$ cat config.mk
export PLATFORM = sky130hd
export DESIGN_NAME = fir_transpose_bank
export DESIGN_NICKNAME = d
export VERILOG_FILES = /design/src/rtl/fir_pkg.sv /design/src/rtl/fir_coef_bank.sv /design/src/rtl/fir_transpose_bank.sv
export SDC_FILE = /design/constraint.sdc
export NUM_CORES = 2
export LEC_CHECK = 0
export ABC_AREA = 0
export CORE_AREA = 2 2 332 334
export CTS_CLUSTER_DIAMETER = 150
export CTS_CLUSTER_SIZE = 14
export DETAILED_ROUTE_END_ITERATION = 6
export DIE_AREA = 0 0 334 336
export PLACE_DENSITY = 0.86
export SETUP_SLACK_MARGIN = 0.05
export SLEW_MARGIN = 0
export SYNTH_ARGS = -nofsm -noshare
export SYNTH_HDL_FRONTEND = slang
export SYNTH_SLANG_ARGS = --single-unit
$ cat constraint.sdc
create_clock -name Clk -period 4.75 [get_ports Clk]
set_clock_uncertainty 0.2 [all_clocks]
set_input_delay 0.7125 -clock Clk [delete_from_list [all_inputs] [get_ports Clk]]
set_output_delay 0.7125 -clock Clk [all_outputs]
set_load 0.1 [all_outputs]
$ cat src/rtl/fir_pkg.sv
// Shared types and width helpers for the transposed-form FIR with banked coefficients.
package fir_pkg;

   typedef enum logic {RUN = 1'b0, SWAP_WAIT = 1'b1} fir_state_e;

   function automatic int prod_w(input int data_w, input int coef_w);
      return data_w + coef_w;
   endfunction

   function automatic int acc_w(input int data_w, input int coef_w, input int taps);
      return data_w + coef_w + $clog2(taps);
   endfunction

endpackage

$ cat src/rtl/fir_coef_bank.sv
// Double-buffered coefficient storage: host writes the shadow bank, a single-edge copy
// moves it into the active bank that feeds the multipliers.
module fir_coef_bank
   import fir_pkg::*;
#(
   parameter int COEF_W = 12,
   parameter int TAPS   = 16
)
(
   input  logic                     clk,
   input  logic                     rst_n,
   input  logic                     load,
   input  logic [7:0]               write_address,
   input  logic [COEF_W-1:0]        write_value,
   input  logic                     copy,
   input  logic [7:0]               read_address,
   output logic [COEF_W-1:0]        read_value,
   output logic [TAPS*COEF_W-1:0]   coef
);

   logic [COEF_W-1:0] shadow_r [TAPS];
   logic [COEF_W-1:0] active_r [TAPS];
   logic [COEF_W-1:0] read_sel_s;
   logic [COEF_W-1:0] read_value_r;

   // Shadow bank write; addresses past the last tap match nothing and are dropped
   always_ff @(posedge clk or negedge rst_n) begin
      if (!rst_n) begin
         for (int i = 0; i < TAPS; i++) shadow_r[i] <= {COEF_W{1'b0}};
      end else begin
         for (int i = 0; i < TAPS; i++) begin
            if (load && (write_address == 8'(i))) shadow_r[i] <= write_value;
         end
      end
   end

   // Active bank copy; a load on the copy edge is forwarded so it is not lost
   always_ff @(posedge clk or negedge rst_n) begin
      if (!rst_n) begin
         for (int i = 0; i < TAPS; i++) active_r[i] <= {COEF_W{1'b0}};
      end else if (copy) begin
         for (int i = 0; i < TAPS; i++) begin
            active_r[i] <= (load && (write_address == 8'(i))) ? write_value : shadow_r[i];
         end
      end
   end

   // Read mux over the active bank, zero for out-of-range addresses
   always_comb begin
      read_sel_s = {COEF_W{1'b0}};
      for (int i = 0; i < TAPS; i++) begin
         read_sel_s = read_sel_s | ((read_address == 8'(i)) ? active_r[i] : {COEF_W{1'b0}});
      end
   end

   // Registered read port
   always_ff @(posedge clk or negedge rst_n) begin
      if (!rst_n) read_value_r <= {COEF_W{1'b0}};
      else        read_value_r <= read_sel_s;
   end

   // Flatten the active bank for the datapath
   always_comb begin
      coef = {(TAPS*COEF_W){1'b0}};
      for (int i = 0; i < TAPS; i++) coef[i*COEF_W +: COEF_W] = active_r[i];
   end

   assign read_value = read_value_r;

endmodule

$ cat src/rtl/fir_transpose_bank.sv
// Transposed-form FIR with valid handshake and glitch-free coefficient bank swap.
// Define FIR_SAT_EN to saturate the output narrowing instead of wrapping.
module fir_transpose_bank
   import fir_pkg::*;
#(
   parameter int DATA_W    = 12,
   parameter int COEF_W    = 12,
   parameter int TAPS      = 16,
   parameter int OUT_SHIFT = 0
)
(
   input  logic                Clk,
   input  logic                Reset_n,
   input  logic [DATA_W-1:0]   Din,
   input  logic                Din_valid,
   output logic [DATA_W-1:0]   Dout,
   output logic                Dout_valid,
   input  logic                flush,
   input  logic                load,
   input  logic [7:0]          write_address,
   input  logic [COEF_W-1:0]   write_value,
   input  logic                coef_swap,
   output logic                swap_pending,
   input  logic [7:0]          read_address,
   output logic [COEF_W-1:0]   read_value
);

   localparam int PROD_W = prod_w(DATA_W, COEF_W);
   localparam int ACC_W  = acc_w(DATA_W, COEF_W, TAPS);
   localparam int RND_SH = (OUT_SHIFT > 0) ? OUT_SHIFT - 1 : 0;
   localparam logic signed [ACC_W:0] RND = (OUT_SHIFT > 0) ?
      ({{ACC_W{1'b0}}, 1'b1} << RND_SH) : {(ACC_W+1){1'b0}};
   localparam logic signed [ACC_W:0] SAT_MAX = {{(ACC_W+2-DATA_W){1'b0}}, {(DATA_W-1){1'b1}}};
   localparam logic signed [ACC_W:0] SAT_MIN = {{(ACC_W+2-DATA_W){1'b1}}, {(DATA_W-1){1'b0}}};

   fir_state_e                 state_r, state_next_s;
   logic                       copy_s;
   logic                       swap_pending_r;
   logic [TAPS*COEF_W-1:0]     coef_s;
   logic signed [PROD_W-1:0]   prod_raw_s [TAPS];
   logic signed [ACC_W-1:0]    prod_s [TAPS];
   logic signed [ACC_W-1:0]    z_r [TAPS-1];
   logic signed [ACC_W-1:0]    acc_s;
   logic signed [ACC_W:0]      rnd_s;
   logic signed [ACC_W:0]      shifted_s;
   logic signed [DATA_W-1:0]   narrow_s;
   logic [DATA_W-1:0]          dout_r;
   logic                       dout_valid_r;

   fir_coef_bank #(.COEF_W(COEF_W), .TAPS(TAPS)) u_bank (
      .clk           (Clk),
      .rst_n         (Reset_n),
      .load          (load),
      .write_address (write_address),
      .write_value   (write_value),
      .copy          (copy_s),
      .read_address  (read_address),
      .read_value    (read_value),
      .coef          (coef_s)
   );

   // Swap control: the copy waits for an idle input cycle so no sample sees a mixed bank
   always_comb begin
      state_next_s = state_r;
      copy_s       = 1'b0;
      case (state_r)
         RUN: begin
            if (coef_swap) state_next_s = SWAP_WAIT;
            else           state_next_s = RUN;
         end
         SWAP_WAIT: begin
            if (!Din_valid) begin
               copy_s       = 1'b1;
               state_next_s = RUN;
            end else begin
               state_next_s = SWAP_WAIT;
            end
         end
         default: state_next_s = RUN;
      endcase
   end

   // Swap state register
   always_ff @(posedge Clk or negedge Reset_n) begin
      if (!Reset_n) begin
         state_r        <= RUN;
         swap_pending_r <= 1'b0;
      end else begin
         state_r        <= state_next_s;
         swap_pending_r <= (state_next_s == SWAP_WAIT);
      end
   end

   // Per-tap products, sign-extended to accumulator width
   always_comb begin
      for (int k = 0; k < TAPS; k++) begin
         prod_raw_s[k] = $signed(Din) * $signed(coef_s[k*COEF_W +: COEF_W]);
         prod_s[k]     = {{(ACC_W-PROD_W){prod_raw_s[k][PROD_W-1]}}, prod_raw_s[k]};
      end
   end

   // Output tap, round-half-up shift and narrowing
   always_comb begin
      acc_s     = prod_s[0] + z_r[0];
      rnd_s     = {acc_s[ACC_W-1], acc_s} + RND;
      shifted_s = rnd_s >>> OUT_SHIFT;
      narrow_s  = shifted_s[DATA_W-1:0];
`ifdef FIR_SAT_EN
      if (shifted_s > SAT_MAX)      narrow_s = SAT_MAX[DATA_W-1:0];
      else if (shifted_s < SAT_MIN) narrow_s = SAT_MIN[DATA_W-1:0];
      else                          narrow_s = shifted_s[DATA_W-1:0];
`endif
   end

`ifndef FIR_SAT_EN
   logic unused_high_bits_s;
   assign unused_high_bits_s = ^{shifted_s[ACC_W:DATA_W], SAT_MAX, SAT_MIN};
`endif

   // Delay line and registered output; flush drops any coincident sample
   always_ff @(posedge Clk or negedge Reset_n) begin
      if (!Reset_n) begin
         for (int k = 0; k < TAPS-1; k++) z_r[k] <= {ACC_W{1'b0}};
         dout_r       <= {DATA_W{1'b0}};
         dout_valid_r <= 1'b0;
      end else if (flush) begin
         for (int k = 0; k < TAPS-1; k++) z_r[k] <= {ACC_W{1'b0}};
         dout_valid_r <= 1'b0;
      end else if (Din_valid) begin
         for (int k = 0; k < TAPS-2; k++) z_r[k] <= prod_s[k+1] + z_r[k+1];
         z_r[TAPS-2]  <= prod_s[TAPS-1];
         dout_r       <= narrow_s;
         dout_valid_r <= 1'b1;
      end else begin
         dout_valid_r <= 1'b0;
      end
   end

   assign Dout         = dout_r;
   assign Dout_valid   = dout_valid_r;
   assign swap_pending = swap_pending_r;

endmodule

## After elaboration in Yosys (flattened, before gate mapping)

Cells that the tools add are included.
Widths: inputs -> output; s select.

| word-level totals | value |
|---|---|
| flip-flop bits (word level) | 798 |
| latch bits | 0 |
| memory bits (writable) | 0 |
| memory bits (read-only) | 0 |
| bits of input ports | 46 |
| output and inout bits | 26 |
| word-level logic and storage cells | 189 |
| memories kept | 0 |

| cells by class | value |
|---|---|
| $add $sub $neg | 15 |
| multipliers | 16 |
| div/mod/pow operators | 0 |
| order comparisons | 0 |
| equality and inequality tests | 30 |
| shifts and indexed selects | 0 |
| mux-type cells | 40 |
| bitwise logic cells | 17 |
| reductions and logical operators | 20 |

Operators by type and width:

| kind | count |
|---|---|
| $mux 404 | 2 |
| $mux 12 | 32 |
| $add 24x28->28 | 13 |
| $mul 12x12->24 | 14 |
| $or 12x12->12 | 15 |
| $eq 8x4->1 const B | 16 |
| $eq 8x3->1 const B | 8 |
| $eq 8x2->1 const B | 4 |
| $add 12x12->12 | 2 |
| $mul 12x12->12 | 2 |
| $eq 8x1->1 const B | 2 |
| $logic_and 1x1->1 | 16 |
| $logic_not 8->1 | 2 |
| $mux 1 | 5 |
| $not 1->1 | 2 |
| $pmux 1 s2 | 1 |
| $reduce_and 2->1 | 1 |
| $reduce_bool 2->1 | 1 |

## Longest topological paths before layout

| depth | value |
|---|---|
| word-level depth | 17 |
| gate-level depth with buffers | 24 |
| gate-level depth less buffers | 20 |

## Modules after synthesis

A second synthesis with hierarchy kept.

| unflattened totals | value |
|---|---|
| cells, all modules | 6891 |
| area total of the unflattened synthesis | 64026.4 um^2 |

By module, submodules not included:

| module | instances | cells each | area each (um^2) | seq. area each (um^2) |
|---|---|---|---|---|
| fir_transpose_bank | 1 | 5151 | 47179.0 | 4854.7 |
| fir_coef_bank | 1 | 1740 | 16847.4 | 9909.5 |

## Least setup slack after synthesis

OpenSTA, ideal clock, no wires.

| timing path | value |
|---|---|
| kind | input port to flip-flop |
| from | in Din[2] |
| to | reg dout_r[10] (netlist: Dout[10]) |
| setup time | 0.135 ns |
| arrival | 5.834 ns |
| data required time | 4.415 ns |
| setup slack | -1.419 ns |
| stages | 23 |
| path buffers | 5 |
| cells stage by stage | clkbuf_1 > buf_2 > clkbuf_1 > clkbuf_1 > clkbuf_1 > nand2_1 > fa_1 > fa_1 > inv_1 > ha_1 > ha_1 > inv_1 > fa_1 > inv_1 > ha_1 > ha_1 > fa_1 > a21o_1 > a21o_1 > a21o_1 > a21oi_1 > xor2_1 > o21ai_0 |

| on the way | value |
|---|---|
| word-level cells in the longest chain between the ends | 2 |

RTL lines:

| item | RTL line | text |
|---|---|---|
| start, declared | fir_transpose_bank.sv:14 | `input logic [DATA_W-1:0] Din,` |
| $mul 12x12->12 | fir_transpose_bank.sv:97 | `prod_raw_s[k] = $signed(Din) * $signed(coef_s[k*COEF_W +: COEF_W]);` |
| $add 12x12->12 | fir_transpose_bank.sv:104 | `acc_s = prod_s[0] + z_r[0];` |
| end signal, assigned | fir_transpose_bank.sv:124 | `dout_r <= {DATA_W{1'b0}};` |
| end signal, assigned | fir_transpose_bank.sv:132 | `dout_r <= narrow_s;` |
| end, declared | fir_transpose_bank.sv:47 | `logic [DATA_W-1:0] dout_r;` |

No other way between the ends.
A chain may end at the register's enable or synchronous reset.

## Worst setup path after layout

| timing path | value |
|---|---|
| from | in Din[5] |
| to | reg dout_r[11] (netlist: Dout[11]) |

The elaborated chain is that of the path after synthesis.

==> results.cfg <==
[finish]
nets = 8256
multiInputGateArea_um2 = 46800
final_cell_mix = 946 x inv_1, 708 x nand2_1, 704 x fa_1, 578 x buf_4, 541 x dfrtp_1
seq_area_um2 = 14800
final_common_cell = inv_1
syn_to_final_growth_pct = 19.8
drive_gt1_share_pct = 26.6
fillers = 6610

[sta]
finalMaxSlewViolations = 0
finalCritPeriodShare_pct = 109
worstMarginPinSlew_ns = 1.45
min_period_ns = 5.18
setup_viol = 63
hold_viol = 0
holdWs_ns = 0.257
fmax_mhz = 193
slew-limit-headroom_pct = 3.34
finalWorstSetupSlack_ns = -0.433
rsz0062_at_grt = true
tns_ns = -14.43

[floorplanning]
core_area_um2 = 108000
initial_utilization_pct = 58.6
die_x_um = 334
io_pins = 72
die_h_um = 336
row_count = 121
die-area_um2 = 112000

[clock_tree]
clock-sinks = 590
cts_root_buf = clkbuf_16
clock_latency_ns = 0.66
clkTransAtPathRegs_ns = 0.09
cts-buffers-inserted = 48
cts_max_level = 2
cts_max_path_buffers = 3
cts_tree = done

[logic_synthesis]
synthArstFlopShare_pct = 100
synth_edf_count = 0
ys_warn_count = 0
syn_avg_cell_area_um2 = 10.1
synth-main-ff-cell = dfrtp_1
synth_fp_nets = 7758
syn-cell-area_um2 = 63500
ys_seq_area_share_pct = 23.3
synth-seq-cells = 590
synthDistinctLibCells = 63
synthCells = 6303

[grt]
met3_usage_pct = 8.59
grt_overflow = 0
grt.busiest_layer = met2
antenna_found_initial = 11
grt_pass1_wl_um = 294000
track_usage_pct = 33.7
grt_pass1_vias = 53400
grt_max_degree = 109
met1_usage_pct = 40.7
met2_usage_pct = 56.6

[worst_hold_path]
min_path_type = input pin to flip-flop

[drt]
ant_nets = 0
viasPerCell = 5.97
num_vias = 49100
first_iter_violations = 4335
drc = 26
wire_per_inst_um = 23.7
finalWirelength_um = 195000
dr.pass1.iters = 7

[setup_path]
slowest_delay_ns = 0.53
cp-start-kind = input pin
cp_max_fo = 7
path_class = input pin to flip-flop
endpoint_kind = flip-flop
crit_required_ns = 5.05
crit_top_cell = fa_1
worst_path_max_delay_cell = fa_1
cp_cell_sequence = buf_16, buf_12, buf_12, buf_4, nand2_1, fa_1, inv_1, fa_1, inv_1, fa_1, inv_1, fa_1, fa_1, ha_2, xnor2_2, xnor2_2, xnor2_1, xnor2_1, xnor2_1, buf_4, xnor2_1, o21ai_1
cp.arrival_ns = 5.48

[placed_design]
dp_slack_ns = -1.16
hpwl_um = 133000
portBuffers = 71
gp_congestion = 1.02

[run_status]
outcome = finished, violations left
violations = design-rule violations, negative setup slack

[flow_run]
maxCapViolCount = 0

[pwr]
powerDensity_nw_per_um2 = 273
max-vdd-ir-drop_uv = 361
leakagePower_nw = 39.0
==> cells in the mapped netlist (2+ instances only) <==
| library cell | instances | area [um2] |
|---|---|---|
| a211oi_1 | 28 | 210 |
| a21o_1 | 42 | 315 |
| a21oi_1 | 67 | 335 |
| a221oi_1 | 27 | 236 |
| a222oi_1 | 10 | 100 |
| a22o_1 | 9 | 78.8 |
| a22oi_1 | 21 | 158 |
| a311oi_1 | 2 | 17.5 |
| a31oi_1 | 9 | 56.3 |
| and2_1 | 581 | 3630 |
| and3_1 | 5 | 31.3 |
| buf_1 | 22 | 82.6 |
| buf_2 | 20 | 100 |
| buf_4 | 11 | 82.6 |
| buf_6 | 6 | 67.6 |
| clkbuf_1 | 297 | 1110 |
| dfrtp_1 | 590 | 14800 |
| fa_1 | 759 | 15200 |
| ha_1 | 650 | 8130 |
| inv_1 | 1015 | 3810 |
| mux2_2 | 384 | 4320 |
| mux2_4 | 10 | 150 |
| mux2i_1 | 157 | 1570 |
| nand2_1 | 715 | 2680 |
| nand2b_1 | 15 | 93.8 |
| nand3_1 | 13 | 65.1 |
| nor2_1 | 240 | 901 |
| nor2b_1 | 15 | 93.8 |
| nor3_1 | 3 | 15.0 |
| o211ai_1 | 4 | 30.0 |
| o21a_1 | 13 | 97.6 |
| o21ai_0 | 28 | 140 |
| o21bai_1 | 20 | 150 |
| o221ai_1 | 4 | 35.0 |
| o22ai_1 | 2 | 12.5 |
| o31a_1 | 6 | 52.6 |
| xnor2_1 | 389 | 3410 |
| xnor3_1 | 8 | 180 |
| xor2_1 | 82 | 718 |
==> registers in the layout, summed over array words and instances (netlist names) <==
| signal | cells |
|---|---|
| u_bank.coef | 192 |
| u_bank.shadow_r | 192 |
| z_r | 180 |
| Dout | 12 |
| u_bank.read_value | 12 |
| Dout_valid | 1 |
| swap_pending | 1 |
==> cells by family (layout without fill, tap and decap cells) <==
kind of cell / after synthesis / after routing / synth area share [%]
AND/OR/NAND/NOR: 1599 / 1599 / 12.0
adder cells (fa/ha/maj): 1409 / 1409 / 36.7
buffers and inverters: 1373 / 1873 / 8.31
flip-flops: 590 / 590 / 23.3
multiplexers: 552 / 552 / 9.56
XOR/XNOR: 479 / 479 / 6.78
AO/OA/AOI/OAI: 301 / 301 / 3.31
other: 0 / 8 / 0
==> critical path: cells and delay by family <==
family                     cells  cell delay [ns]
buffers and inverters          8             0.94
adders and majority gates      6             2.67
xor gates and xnor gates       6             0.95
AOI/OAI and AO/OA              1             0.07
and+or+nand+nor                1             0.10
==> metrics by stage <==
stage	cell area [um2]	utilization, %	total power (W)	cells
6_report	76000	70.1	0.0208	8225
5_1_grt	76000	70.1	0.0219	8218
4_1_cts	74500	68.7	0.0199	8176
3_5_place_dp	71000	65.5	0.0153	8056
3_3_place_gp	71000	65.5	0.0149	8056
2_1_floorplan	65300	-	0.0122	6303
==> per-layer routing <==
metal	wire (um)	vias to the layer above
met3	20800	1017
li1	-	20400
met5	62	-
met1	68600	24800
met4	12800	8
met2	92800	2843
==> timing repair <==
action / 4_1_cts / 5_1_grt
pin swaps: 292 / 351
setup buffers: 65 / 52
gates resized for setup: 328 / 265
gates cloned: 8 / 2
hold endpoints to repair: 45 / 0
hold buffers: 1 / 0
setup endpoints to repair: 71 / 78
==> power by group <==
group / internal, W / total [W] / switching [W] / leakage, nW
Combinational: 0.00525 / 0.0110 / 0.00572 / 30.4
Clock: 0.00183 / 0.00386 / 0.00203 / 0.620
Sequential: 0.00550 / 0.00596 / 0.000456 / 8.02
==> final timing paths <==
kind	endpoint	slack, ns	startpoint	cells past startpoint
hold reg to reg	u_bank.shadow_r[59]	0.29	u_bank.shadow_r[59]	1
hold / removal	z_r[91]	0.26	flush	2
setup reg to reg	z_r[402]	-0.43	u_bank.coef[13]	20
max in group asynchronous	u_bank.coef[120]	2.65	Reset_n	3
setup / recovery	Dout[11]	-0.43	Din[5]	22
min in group asynchronous	z_r[366]	0.53	Reset_n	2
==> cell type report <==
class | instances | share of cell area [%]
Inverter | 1015 | 5.01
Antenna cell | 8 | 0.0263
Tap cell | 1414 | 2.33
Clock inverter | 3 | 0.0444
Sequential cell | 590 | 19.5
Clock buffer | 49 | 1.61
Timing Repair Buffer | 806 | 9.85
Multi-Input combinational cell | 4340 | 61.6
Note: power is estimated with default switching activity, not from simulation.
